**config.mk**
```make
export PLATFORM = sky130hd
export DESIGN_NAME = vpu_queued_decoder
export DESIGN_NICKNAME = d
export VERILOG_FILES = /design/src/rtl/vpu_pkg.sv /design/src/rtl/vpu_sync_fifo.sv /design/src/rtl/vpu_queued_decoder.sv
export SDC_FILE = /design/constraint.sdc
export NUM_CORES = 1
export LEC_CHECK = 0
export CAP_MARGIN = 40
export CORE_MARGIN = 8
export CORE_UTILIZATION = 29
export CTS_CLUSTER_DIAMETER = 100
export DETAILED_ROUTE_END_ITERATION = 6
export PLACE_DENSITY = 0.52
export SLEW_MARGIN = 20
export SYNTH_ARGS = -nofsm -noshare
export SYNTH_HDL_FRONTEND = slang
export SYNTH_HIERARCHICAL = 1
export SYNTH_SLANG_ARGS = --single-unit
```
**constraint.sdc**
```tcl
create_clock -name clk -period 6 [get_ports clk]
set_clock_uncertainty 0.2 [all_clocks]
set_input_delay 1.5 -clock clk [delete_from_list [all_inputs] [get_ports clk]]
set_output_delay 1.5 -clock clk [all_outputs]
set_load 0.005 [all_outputs]
```
**src/rtl/vpu_pkg.sv**
```systemverilog
// Shared types and the opcode table for the VPU queued decoder.
// Contents:
//   opcode_e    - opcode encodings (0 is never legal)
//   unit_t      - execution unit selector
//   op_info_t   - per-opcode decode record {src_cnt, delay, unit, func, sub_delay}
//   OP_TABLE    - decode records indexed by opcode, entry 0 is always illegal
//   op_lookup() - table lookup that returns an all-zero record for unknown opcodes
package vpu_pkg;

  localparam int INSTR_NUM  = 11;
  localparam int OP_IDX_W   = $clog2(INSTR_NUM + 1);

  typedef enum logic [5:0] {
    OP_NONE   = 6'd0,
    OP_UIADD3 = 6'd1,
    OP_IADD   = 6'd2,
    OP_ISUB   = 6'd3,
    OP_IMUL   = 6'd4,
    OP_FADD   = 6'd5,
    OP_FDIV   = 6'd6,
    OP_FMAX   = 6'd7,
    OP_FSUM   = 6'd8,
    OP_FAVG   = 6'd9,
    OP_FEXP   = 6'd10,
    OP_VMAD4  = 6'd11
  } opcode_e;

  typedef enum logic [1:0] {
    UNIT_UI  = 2'd0,
    UNIT_SI  = 2'd1,
    UNIT_FP  = 2'd2,
    UNIT_RED = 2'd3
  } unit_t;

  // One-hot function select
  localparam logic [7:0] FUNC_NONE = 8'h00;
  localparam logic [7:0] FUNC_ADD  = 8'h01;
  localparam logic [7:0] FUNC_SUB  = 8'h02;
  localparam logic [7:0] FUNC_MUL  = 8'h04;
  localparam logic [7:0] FUNC_DIV  = 8'h08;
  localparam logic [7:0] FUNC_MAX  = 8'h10;
  localparam logic [7:0] FUNC_AVG  = 8'h20;
  localparam logic [7:0] FUNC_SUM  = 8'h40;
  localparam logic [7:0] FUNC_EXP  = 8'h80;

  typedef struct packed {
    logic [2:0] src_cnt;
    logic [3:0] delay;
    unit_t      unit;
    logic [7:0] func;
    logic [1:0] sub_delay;
  } op_info_t;

  // src_cnt of 0 marks an entry as illegal. VMAD4 needs four read ports and is
  // only legal in a build with SRC_CNT >= 4.
  localparam op_info_t OP_TABLE [INSTR_NUM+1] = '{
    '{3'd0, 4'd0, UNIT_UI,  FUNC_NONE, 2'd0},  // OP_NONE
    '{3'd3, 4'd2, UNIT_UI,  FUNC_ADD,  2'd0},  // OP_UIADD3
    '{3'd2, 4'd2, UNIT_SI,  FUNC_ADD,  2'd0},  // OP_IADD
    '{3'd2, 4'd2, UNIT_SI,  FUNC_SUB,  2'd0},  // OP_ISUB
    '{3'd2, 4'd4, UNIT_SI,  FUNC_MUL,  2'd0},  // OP_IMUL
    '{3'd2, 4'd5, UNIT_FP,  FUNC_ADD,  2'd0},  // OP_FADD
    '{3'd2, 4'd9, UNIT_FP,  FUNC_DIV,  2'd0},  // OP_FDIV
    '{3'd2, 4'd3, UNIT_FP,  FUNC_MAX,  2'd0},  // OP_FMAX
    '{3'd1, 4'd6, UNIT_RED, FUNC_SUM,  2'd2},  // OP_FSUM
    '{3'd1, 4'd7, UNIT_RED, FUNC_AVG,  2'd3},  // OP_FAVG
    '{3'd1, 4'd8, UNIT_FP,  FUNC_EXP,  2'd0},  // OP_FEXP
    '{3'd4, 4'd6, UNIT_UI,  FUNC_MUL,  2'd0}   // OP_VMAD4
  };

  // Compare-based lookup so opcodes wider than the table never index out of range.
  function automatic op_info_t op_lookup(input int unsigned op);
    op_info_t info;
    info = '0;
    for (int unsigned i = 1; i <= INSTR_NUM; i++) begin
      if (op == i) info = OP_TABLE[i[OP_IDX_W-1:0]];
    end
    return info;
  endfunction

endpackage

```
**src/rtl/vpu_sync_fifo.sv**
```systemverilog
// Synchronous FIFO with asynchronous reset and synchronous flush.
// Ports:
//   clk, rst_n   - clock, async active-low reset
//   flush        - empties the FIFO on the next edge, overrides push/pop
//   push, wdata  - write request; ignored when full (even with a same-cycle pop)
//   pop, rdata   - read request; rdata always shows the head entry
//   full, empty  - occupancy flags
//   level        - number of stored entries
module vpu_sync_fifo #(
  parameter int DEPTH = 4,
  parameter int WIDTH = 8
) (
  input  logic                         clk,
  input  logic                         rst_n,
  input  logic                         flush,
  input  logic                         push,
  input  logic [WIDTH-1:0]             wdata,
  input  logic                         pop,
  output logic [WIDTH-1:0]             rdata,
  output logic                         full,
  output logic                         empty,
  output logic [$clog2(DEPTH+1)-1:0]   level
);

  localparam int PTR_W = (DEPTH > 1) ? $clog2(DEPTH) : 1;
  localparam int LVL_W = $clog2(DEPTH + 1);

  logic [WIDTH-1:0] mem [DEPTH];
  logic [PTR_W-1:0] wr_ptr;
  logic [PTR_W-1:0] rd_ptr;
  logic [LVL_W-1:0] level_q;
  logic             do_push;
  logic             do_pop;

  assign full    = (level_q == LVL_W'(DEPTH));
  assign empty   = (level_q == '0);
  assign level   = level_q;
  assign rdata   = mem[rd_ptr];
  assign do_push = push && !full && !flush;
  assign do_pop  = pop && !empty && !flush;

  always_ff @(posedge clk or negedge rst_n) begin
    if (!rst_n) begin
      wr_ptr  <= '0;
      rd_ptr  <= '0;
      level_q <= '0;
    end else if (flush) begin
      wr_ptr  <= '0;
      rd_ptr  <= '0;
      level_q <= '0;
    end else begin
      if (do_push) wr_ptr <= wr_ptr + 1'b1;
      if (do_pop)  rd_ptr <= rd_ptr + 1'b1;
      case ({do_push, do_pop})
        2'b10:   level_q <= level_q + 1'b1;
        2'b01:   level_q <= level_q - 1'b1;
        default: level_q <= level_q;
      endcase
    end
  end

  // Storage needs no reset: level gates every read.
  always_ff @(posedge clk) begin
    if (do_push) mem[wr_ptr] <= wdata;
  end

endmodule

```
**src/rtl/vpu_queued_decoder.sv**
```systemverilog
// VPU instruction decoder: queues host instructions, decodes the FIFO head over
// DECODE_CYCLE cycles via the package opcode table, and holds the decoded
// request on a valid/ready handshake until the controller accepts it.
// Ports:
//   clk, rst_n, flush_i                   - clock, async reset, sync flush
//   in_valid/in_ready, in_opcode/src/dst  - host instruction push
//   out_valid/out_ready                   - decoded request handshake
//   out_opcode, out_rvalid, out_raddr,
//   out_waddr, out_delay, out_unit,
//   out_func, out_sub_delay               - decoded request fields
//   err_illegal                           - one-cycle pulse per dropped illegal opcode
//   fifo_level                            - instruction FIFO occupancy
//
// state    | meaning
// S_IDLE   | decode register empty, waiting for a queued instruction
// S_DECODE | counting down decode cycles for the instruction in the decode register
// S_HOLD   | decoded request presented with out_valid, waiting for out_ready
module vpu_queued_decoder
  import vpu_pkg::*;
#(
  parameter int DEPTH        = 4,
  parameter int SRC_CNT      = 3,
  parameter int ADDR_W       = 8,
  parameter int OPCODE_W     = 6,
  parameter int DELAY_W      = 4,
  parameter int DECODE_CYCLE = 2
) (
  input  logic                         clk,
  input  logic                         rst_n,
  input  logic                         flush_i,
  input  logic                         in_valid,
  output logic                         in_ready,
  input  logic [OPCODE_W-1:0]          in_opcode,
  input  logic [SRC_CNT*ADDR_W-1:0]    in_src,
  input  logic [ADDR_W-1:0]            in_dst,
  output logic                         out_valid,
  input  logic                         out_ready,
  output logic [OPCODE_W-1:0]          out_opcode,
  output logic [SRC_CNT-1:0]           out_rvalid,
  output logic [SRC_CNT*ADDR_W-1:0]    out_raddr,
  output logic [ADDR_W-1:0]            out_waddr,
  output logic [DELAY_W-1:0]           out_delay,
  output logic [1:0]                   out_unit,
  output logic [7:0]                   out_func,
  output logic [1:0]                   out_sub_delay,
  output logic                         err_illegal,
  output logic [$clog2(DEPTH+1)-1:0]   fifo_level
);

  localparam int FIFO_W = OPCODE_W + SRC_CNT*ADDR_W + ADDR_W;
  localparam int CNT_W  = (DECODE_CYCLE > 1) ? $clog2(DECODE_CYCLE) : 1;

  typedef enum logic [1:0] {
    S_IDLE   = 2'd0,
    S_DECODE = 2'd1,
    S_HOLD   = 2'd2
  } state_t;

  state_t                    state, state_nx;
  logic [CNT_W-1:0]          cnt, cnt_nx;
  logic                      load;
  logic                      ready_q;

  logic [OPCODE_W-1:0]       dec_opcode;
  logic [SRC_CNT*ADDR_W-1:0] dec_src;
  logic [ADDR_W-1:0]         dec_dst;
  op_info_t                  info;
  logic                      dec_legal;

  logic                      fifo_push;
  logic                      fifo_full;
  logic                      fifo_empty;
  logic [FIFO_W-1:0]         fifo_rdata;

  // in_ready stays low until the first edge after reset release.
  assign in_ready  = ready_q && !fifo_full;
  assign fifo_push = in_valid && in_ready;

  vpu_sync_fifo #(
    .DEPTH (DEPTH),
    .WIDTH (FIFO_W)
  ) u_fifo (
    .clk   (clk),
    .rst_n (rst_n),
    .flush (flush_i),
    .push  (fifo_push),
    .wdata ({in_opcode, in_src, in_dst}),
    .pop   (load),
    .rdata (fifo_rdata),
    .full  (fifo_full),
    .empty (fifo_empty),
    .level (fifo_level)
  );

  assign info      = op_lookup(32'(dec_opcode));
  assign dec_legal = (info.src_cnt != 3'd0) && (int'(info.src_cnt) <= SRC_CNT);

  always_comb begin
    state_nx    = state;
    cnt_nx      = cnt;
    load        = 1'b0;
    err_illegal = 1'b0;
    if (flush_i) begin
      state_nx = S_IDLE;
    end else begin
      case (state)
        S_IDLE: begin
          if (!fifo_empty) begin
            load     = 1'b1;
            cnt_nx   = CNT_W'(DECODE_CYCLE - 1);
            state_nx = S_DECODE;
          end
        end
        S_DECODE: begin
          if (cnt != '0) begin
            cnt_nx = cnt - 1'b1;
          end else if (dec_legal) begin
            state_nx = S_HOLD;
          end else begin
            err_illegal = 1'b1;
            if (!fifo_empty) begin
              load     = 1'b1;
              cnt_nx   = CNT_W'(DECODE_CYCLE - 1);
              state_nx = S_DECODE;
            end else begin
              state_nx = S_IDLE;
            end
          end
        end
        S_HOLD: begin
          if (out_ready) begin
            if (!fifo_empty) begin
              load     = 1'b1;
              cnt_nx   = CNT_W'(DECODE_CYCLE - 1);
              state_nx = S_DECODE;
            end else begin
              state_nx = S_IDLE;
            end
          end
        end
        default: state_nx = S_IDLE;
      endcase
    end
  end

  always_ff @(posedge clk or negedge rst_n) begin
    if (!rst_n) begin
      state      <= S_IDLE;
      cnt        <= '0;
      ready_q    <= 1'b0;
      dec_opcode <= '0;
      dec_src    <= '0;
      dec_dst    <= '0;
    end else begin
      state   <= state_nx;
      cnt     <= cnt_nx;
      ready_q <= 1'b1;
      if (load) {dec_opcode, dec_src, dec_dst} <= fifo_rdata;
    end
  end

  // All request fields come straight from the decode register, so they cannot
  // change while in S_HOLD.
  assign out_valid     = (state == S_HOLD);
  assign out_opcode    = dec_opcode;
  assign out_raddr     = dec_src;
  assign out_waddr     = dec_dst;
  assign out_delay     = DELAY_W'(info.delay);
  assign out_unit      = info.unit;
  assign out_func      = info.func;
  assign out_sub_delay = info.sub_delay;

  always_comb begin
    out_rvalid = '0;
    for (int k = 0; k < SRC_CNT; k++) begin
      out_rvalid[k] = (k < int'(info.src_cnt));
    end
  end

endmodule

```
======== Word level (Yosys, flattened, before mapping) ========
Memories as Yosys holds them, arrays and structs flattened. A register that Yosys moved wholly into a read port is not among the register bits.
Cells that the tools add are included.
word-level totals
  register bits after elaboration ......... 11
  bits in writable memories ............... 152
  bits of input ports ..................... 43
  output and inout port bits .............. 63
  memories kept ........................... 1
memory list
  memory      words  bits a word  read ports  clocked after Yosys merged registers in  write ports  line                 RTL
  u_fifo.mem  4      38           1           1                                        1            vpu_sync_fifo.sv:28  logic [WIDTH-1:0] mem [DEPTH];
cells by class
  $add $sub $neg .......................... 5
  magnitude comparators ................... 4
  eq/ne operators ......................... 20
  multiplexer cells ....................... 40
  bitwise operators ....................... 1
  reduce and logical (&&, ||, !) cells .... 20
operators by type and width
  operator                                                        number
  2-to-1 mux 19 bit                                               8
  2-to-1 mux 18 bit                                               3
  == test 6 x 3 -> 1 bit, second input constant                   4
  == test 6 x 4 -> 1 bit, second input constant                   4
  2-to-1 mux 2 bit                                                9
  2-to-1 mux 1 bit                                                15
  == test 6 x 2 -> 1 bit, second input constant                   2
  nonzero test 3 bit                                              3
  logical AND 1 bit                                               7
  == test 6 x 1 -> 1 bit, second input constant                   1
  less-than comparator 1 x 3 -> 1 bit, first input constant       2
  != test 3 bit, second input constant                            2
  case mux 1 bit (3 select lines)                                 2
  case mux 2 bit (3 select lines)                                 1
  case mux 3 bit (2 select lines)                                 1
  AND reduction 3 bit                                             2
  adder 2 x 1 -> 2 bit, second input constant                     2
  == test 2 x 1 -> 1 bit, second input constant                   2
  == test 2 bit, second input constant                            2
  zero test 1 bit                                                 4
  nonzero test 2 bit                                              2
  adder 3 x 1 -> 3 bit, second input constant                     1
  == test 3 bit, second input constant                            1
  less-or-equal comparator 3 x 2 -> 1 bit, second input constant  1
  other kinds (9)                                                 9

======== Depth between registers and ports, before layout ========
  word-level depth ........................ 23
  depth in mapped cells ................... 14

======== Hierarchy ========
The synthesis kept the hierarchy.
by module, submodules not included
  module              times used  cells each  area each (sq um)  sequential area each (sq um)
  vpu_sync_fifo       1           263         6023.3             4739.5
  vpu_queued_decoder  1           161         1963.1             1051.0

======== Worst setup path after synthesis ========
Ideal clock, no wire load.
  path type ............................... input to register
  from .................................... input flush_i
  to ...................................... register u_fifo.level_q[1] (netlist: u_fifo/level[1])
  setup time .............................. 137 ps
  arrival ................................. 3888 ps
  required time ........................... 5663 ps
  setup slack ............................. 1775 ps
  stages .................................. 13
  buffers on the path ..................... 3
  cells stage by stage .................... or3b_1 -> or2_4 -> o31ai_4 -> buf_6 -> buf_8 -> buf_2 -> nand2b_1 -> nor3_1 -> fa_1 -> inv_1 -> a311oi_1 -> a21oi_1 -> a211oi_1
on the way
  longest elaborated chain between the ends .. 6
  elaborated cells on any way between the ends .. 10
RTL lines
  what                                                            line                       RTL
  from (decl)                                                     vpu_queued_decoder.sv:30   input logic flush_i,
  2-to-1 mux 1 bit *                                              vpu_queued_decoder.sv:103  if (flush_i) begin
  named net load                                                  vpu_queued_decoder.sv:61   logic load;
  logical AND 1 bit * (2 in a row)                                vpu_sync_fifo.sv:40        assign do_pop = pop && !empty && !flush;
  == test 2 x 1 -> 1 bit / == test 2 bit (equally long branches)  vpu_sync_fifo.sv:54        case ({do_push, do_pop})
  case mux 3 bit (2 select lines)                                 vpu_sync_fifo.sv:54
  2-to-1 mux 3 bit                                                vpu_sync_fifo.sv:47        end else if (flush) begin
  to (signal assigned)                                            vpu_sync_fifo.sv:55        2'b10: level_q <= level_q + 1'b1;
  to (signal assigned)                                            vpu_sync_fifo.sv:56        2'b01: level_q <= level_q - 1'b1;
  to (signal assigned)                                            vpu_sync_fifo.sv:57        default: level_q <= level_q;
  to (decl)                                                       vpu_sync_fifo.sv:31        logic [LVL_W-1:0] level_q;
The timed path passes the listed nets; every way through them passes the cells marked *.
A chain may end at the register's enable or synchronous reset.

======== Worst setup path in the final report ========
  from .................................... input flush_i
  to ...................................... output err_illegal
on the way
  longest elaborated chain between the ends .. 1
RTL lines
  what              line                       RTL
  2-to-1 mux 1 bit  vpu_queued_decoder.sv:103
  to (decl)         vpu_queued_decoder.sv:46   output logic err_illegal,
Every way passes these cells.

==> impl_results.md <==
* Total congestion overflow at 0
* RSZ-0062 raised after global routing: no
* Clock sinks at 201
* Seq/Total Area, Yosys at 0.7251
* Clock-pin slew on the worst setup and hold paths at 0.06 ns
* Port bufs at 105
* First-pass GRT wire length at 26700 um
* Reg2reg start: u_fifo/level[1]
* Yosys Warn Count at 6
* Peak VDD IR at 207.7 uV
* Area share of the largest cell type after synthesis at 0.5715
* Drt first pass iters at 4
* Final Max Slew Viols at 0
* Post-Synthesis Cells at 424
* Fmax at 0.1964 GHz
* Tightest Pin Transition at 0.7591 ns
* CP Capture Type: output pin
* Number of max-cap violations at 0
* Post-synth top flop: edfxtp_1
* CTS Buf Count at 23
* Worst setup path class: in -> out
* Worst Slack Setup Final at 0.9089 ns
* Clock network latency to the later pin of the worst-skew pair at 0.51 ns
* Die width at 182.0 um
* Remaining DRCs at 0
* Post-Synth Adder-Cell Area at 0.008773
* WL/cell at 18.93 um
* Synth area leader: edfxtp_1
* Total GRT Usage at 0.1026
* Tmin final at 5.091 ns
* Via count at 4162
* Detailed placement HPWL at 10490 um
* Pre-CTS setup slack at 0.9160 ns
* Mux contribution to synthesized area at 0.1620
* Ys async rst share at 0.2438
* H-Tree Depth at 1
* Antenna-violating nets left at 0
* Maximum buffer depth of the clock tree at 3
* Mapped cell area at 7986 um^2
* Post-synthesis simple-gate area fraction at 0.04089
* Postcts setup bufs at 0
* Hold Path Class: reg -> reg
* DIE AREA at 33110 um^2
* Hold Crit Start: out_raddr[6]
* Largest net degree at the start of global routing at 50
* Site row count at 60
* Number of synthesized flops with an enable pin at 152
* Leak at 3.392 nW
* CP max FO at 12
* Crit. Startpoint: flush_i
* Mapped Nets at 472
* Core Footprint at 27030 um^2
* Vias in the first global route at 4548
* CP Data Required Time at 4.30 ns
* Main combinational cell family by area after synthesis: multiplexers
* Starting Density at 0.2955
* Cts hold-fix bufs at 0
* Power Dens Cells at 381.5 nW/um^2
* Layout cell share with drive strength beyond 1 at 0.2260
* XOR/XNOR Fraction of Synth Area at 0.005483
* Most frequent cells in the layout: 152 x edfxtp_1, 104 x clkdlybuf4s50_1, 47 x dfrtp_1
* Setup violations, final at 0
* CTS Root Cell: clkbuf_16
* I/O pins at 106
* Chip height at 182.0 um
* Worst Path Arrival at 3.39 ns
* Initial antenna violation count at 2
* Fin nets at 584
* Relative slew slack at 0.4901
* CTS tree: yes
* Cell variety after synth at 50
* Setup crit start kind: input pin
* Setup TNS at 0 ns
* Global placement routability congestion at 0.7041
* Leading cell type in the layout, fill and taps excluded: edfxtp_1
* Tcrit/Tclk final at 0.8485
* Yosys reg bits at 201
* Layout area overhead at 27.31%
* Vias per cell at 4.650
* Post-cts resize count at 0
* Fin. Hold Viols at 0
* Largest cells by area after synthesis: edfxtp_1 57%, dfrtp_1 15%, mux4_2 11%
* Synth Area per Inst at 18.84 um^2
* Status: finished clean
* Starting DRT DRC Count at 180
* WL final at 16940 um
* Synth Area in Compound Gates at 0.03400
cell type report:
class                           count  area, um^2
Antenna cell                        1       2.502
Clock buffer                       26       596.8
Clock inverter                     16       143.9
Fill cell                        2525       16860
Inverter                            7       26.28
Multi-Input combinational cell    188        2014
Sequential cell                   201        5798
Tap cell                          341       426.7
Timing Repair Buffer              115        1159
state kept, by name (all words and copies together) (netlist names):
register and flops:
out_waddr 8, ready_q 1, cnt 1, u_fifo/mem 152, u_fifo/rd_ptr 2, out_raddr 24
state 2, out_opcode 6, u_fifo/level 3, u_fifo/wr_ptr 2
Yosys cell counts (3+ instances only):
cell type	n
a21oi_1	6
nor2b_1	3
nor2_1	20
xnor2_1	3
inv_1	7
nand2_1	9
nor3_1	8
buf_2	5
dfrtp_1	49
mux4_2	38
a211oi_1	3
o21ai_0	7
buf_4	8
and2_1	5
mux2_1	9
edfxtp_1	152
clkbuf_1	13
mux2_2	29
nand2b_1	6
ha_1	4
power by group:
group | switching [W] | internal, W
Sequential | 0.000133 | 0.00164
Clock | 0.000559 | 0.000804
Combinational | 0.000270 | 0.000468
through the flow:
step	area, um^2	utilization	hold WS [ns]	power, W	std cells
2_1_floorplan	7986	-	0.2828	0.002111	424
3_3_place_gp	9361	0.3464	0.2685	0.002541	849
3_5_place_dp	9424	0.3487	0.2792	0.002561	852
4_1_cts	10160	0.3761	0.2940	0.003949	894
5_1_grt	10170	0.3762	0.3039	0.004077	895
6_report	10170	0.3762	0.2867	0.003879	895
worst paths after layout:
| kind | endpoint | slack [ns] | cells after the start |
|---|---|---|---|
| worst max-delay path | err_illegal | 0.91 | 6 |
| worst min-delay path | out_raddr[6] | 0.29 | 1 |
| worst max register to register | u_fifo/mem[3][5] | 2.63 | 7 |
| worst min register to register | out_raddr[6] | 0.29 | 1 |
| max in group asynchronous | u_fifo/rd_ptr[0] | 4.10 | 2 |
| min in group asynchronous | out_raddr[23] | 0.94 | 2 |
logic make-up (layout without fill, tap and decap cells):
kind of cell,after synthesis,count (layout)
compound gates,36,36
xor+xnor,5,5
fa+ha+maj,5,5
buf+inv,35,164
flops,201,201
mux,77,77
other cells,1,2
simple gates,64,64
metal layers:
layer  vias up  share of wire  global-route usage
met1      2120           0.44              0.1286
met5         -        0.00077                   0
met4         2          0.025             0.03345
met3        33          0.069             0.03154
met2       122           0.47              0.1667
li1       1885              -                   -
critical path, stage by stage:
cell	delay, ns
clkdlybuf4s50_1	0.40
buf_4	0.18
or3b_1	0.41
or2_4	0.27
nor2_1	0.11
clkdlybuf4s50_1	0.52
Note: power is estimated with default switching activity, not from simulation.
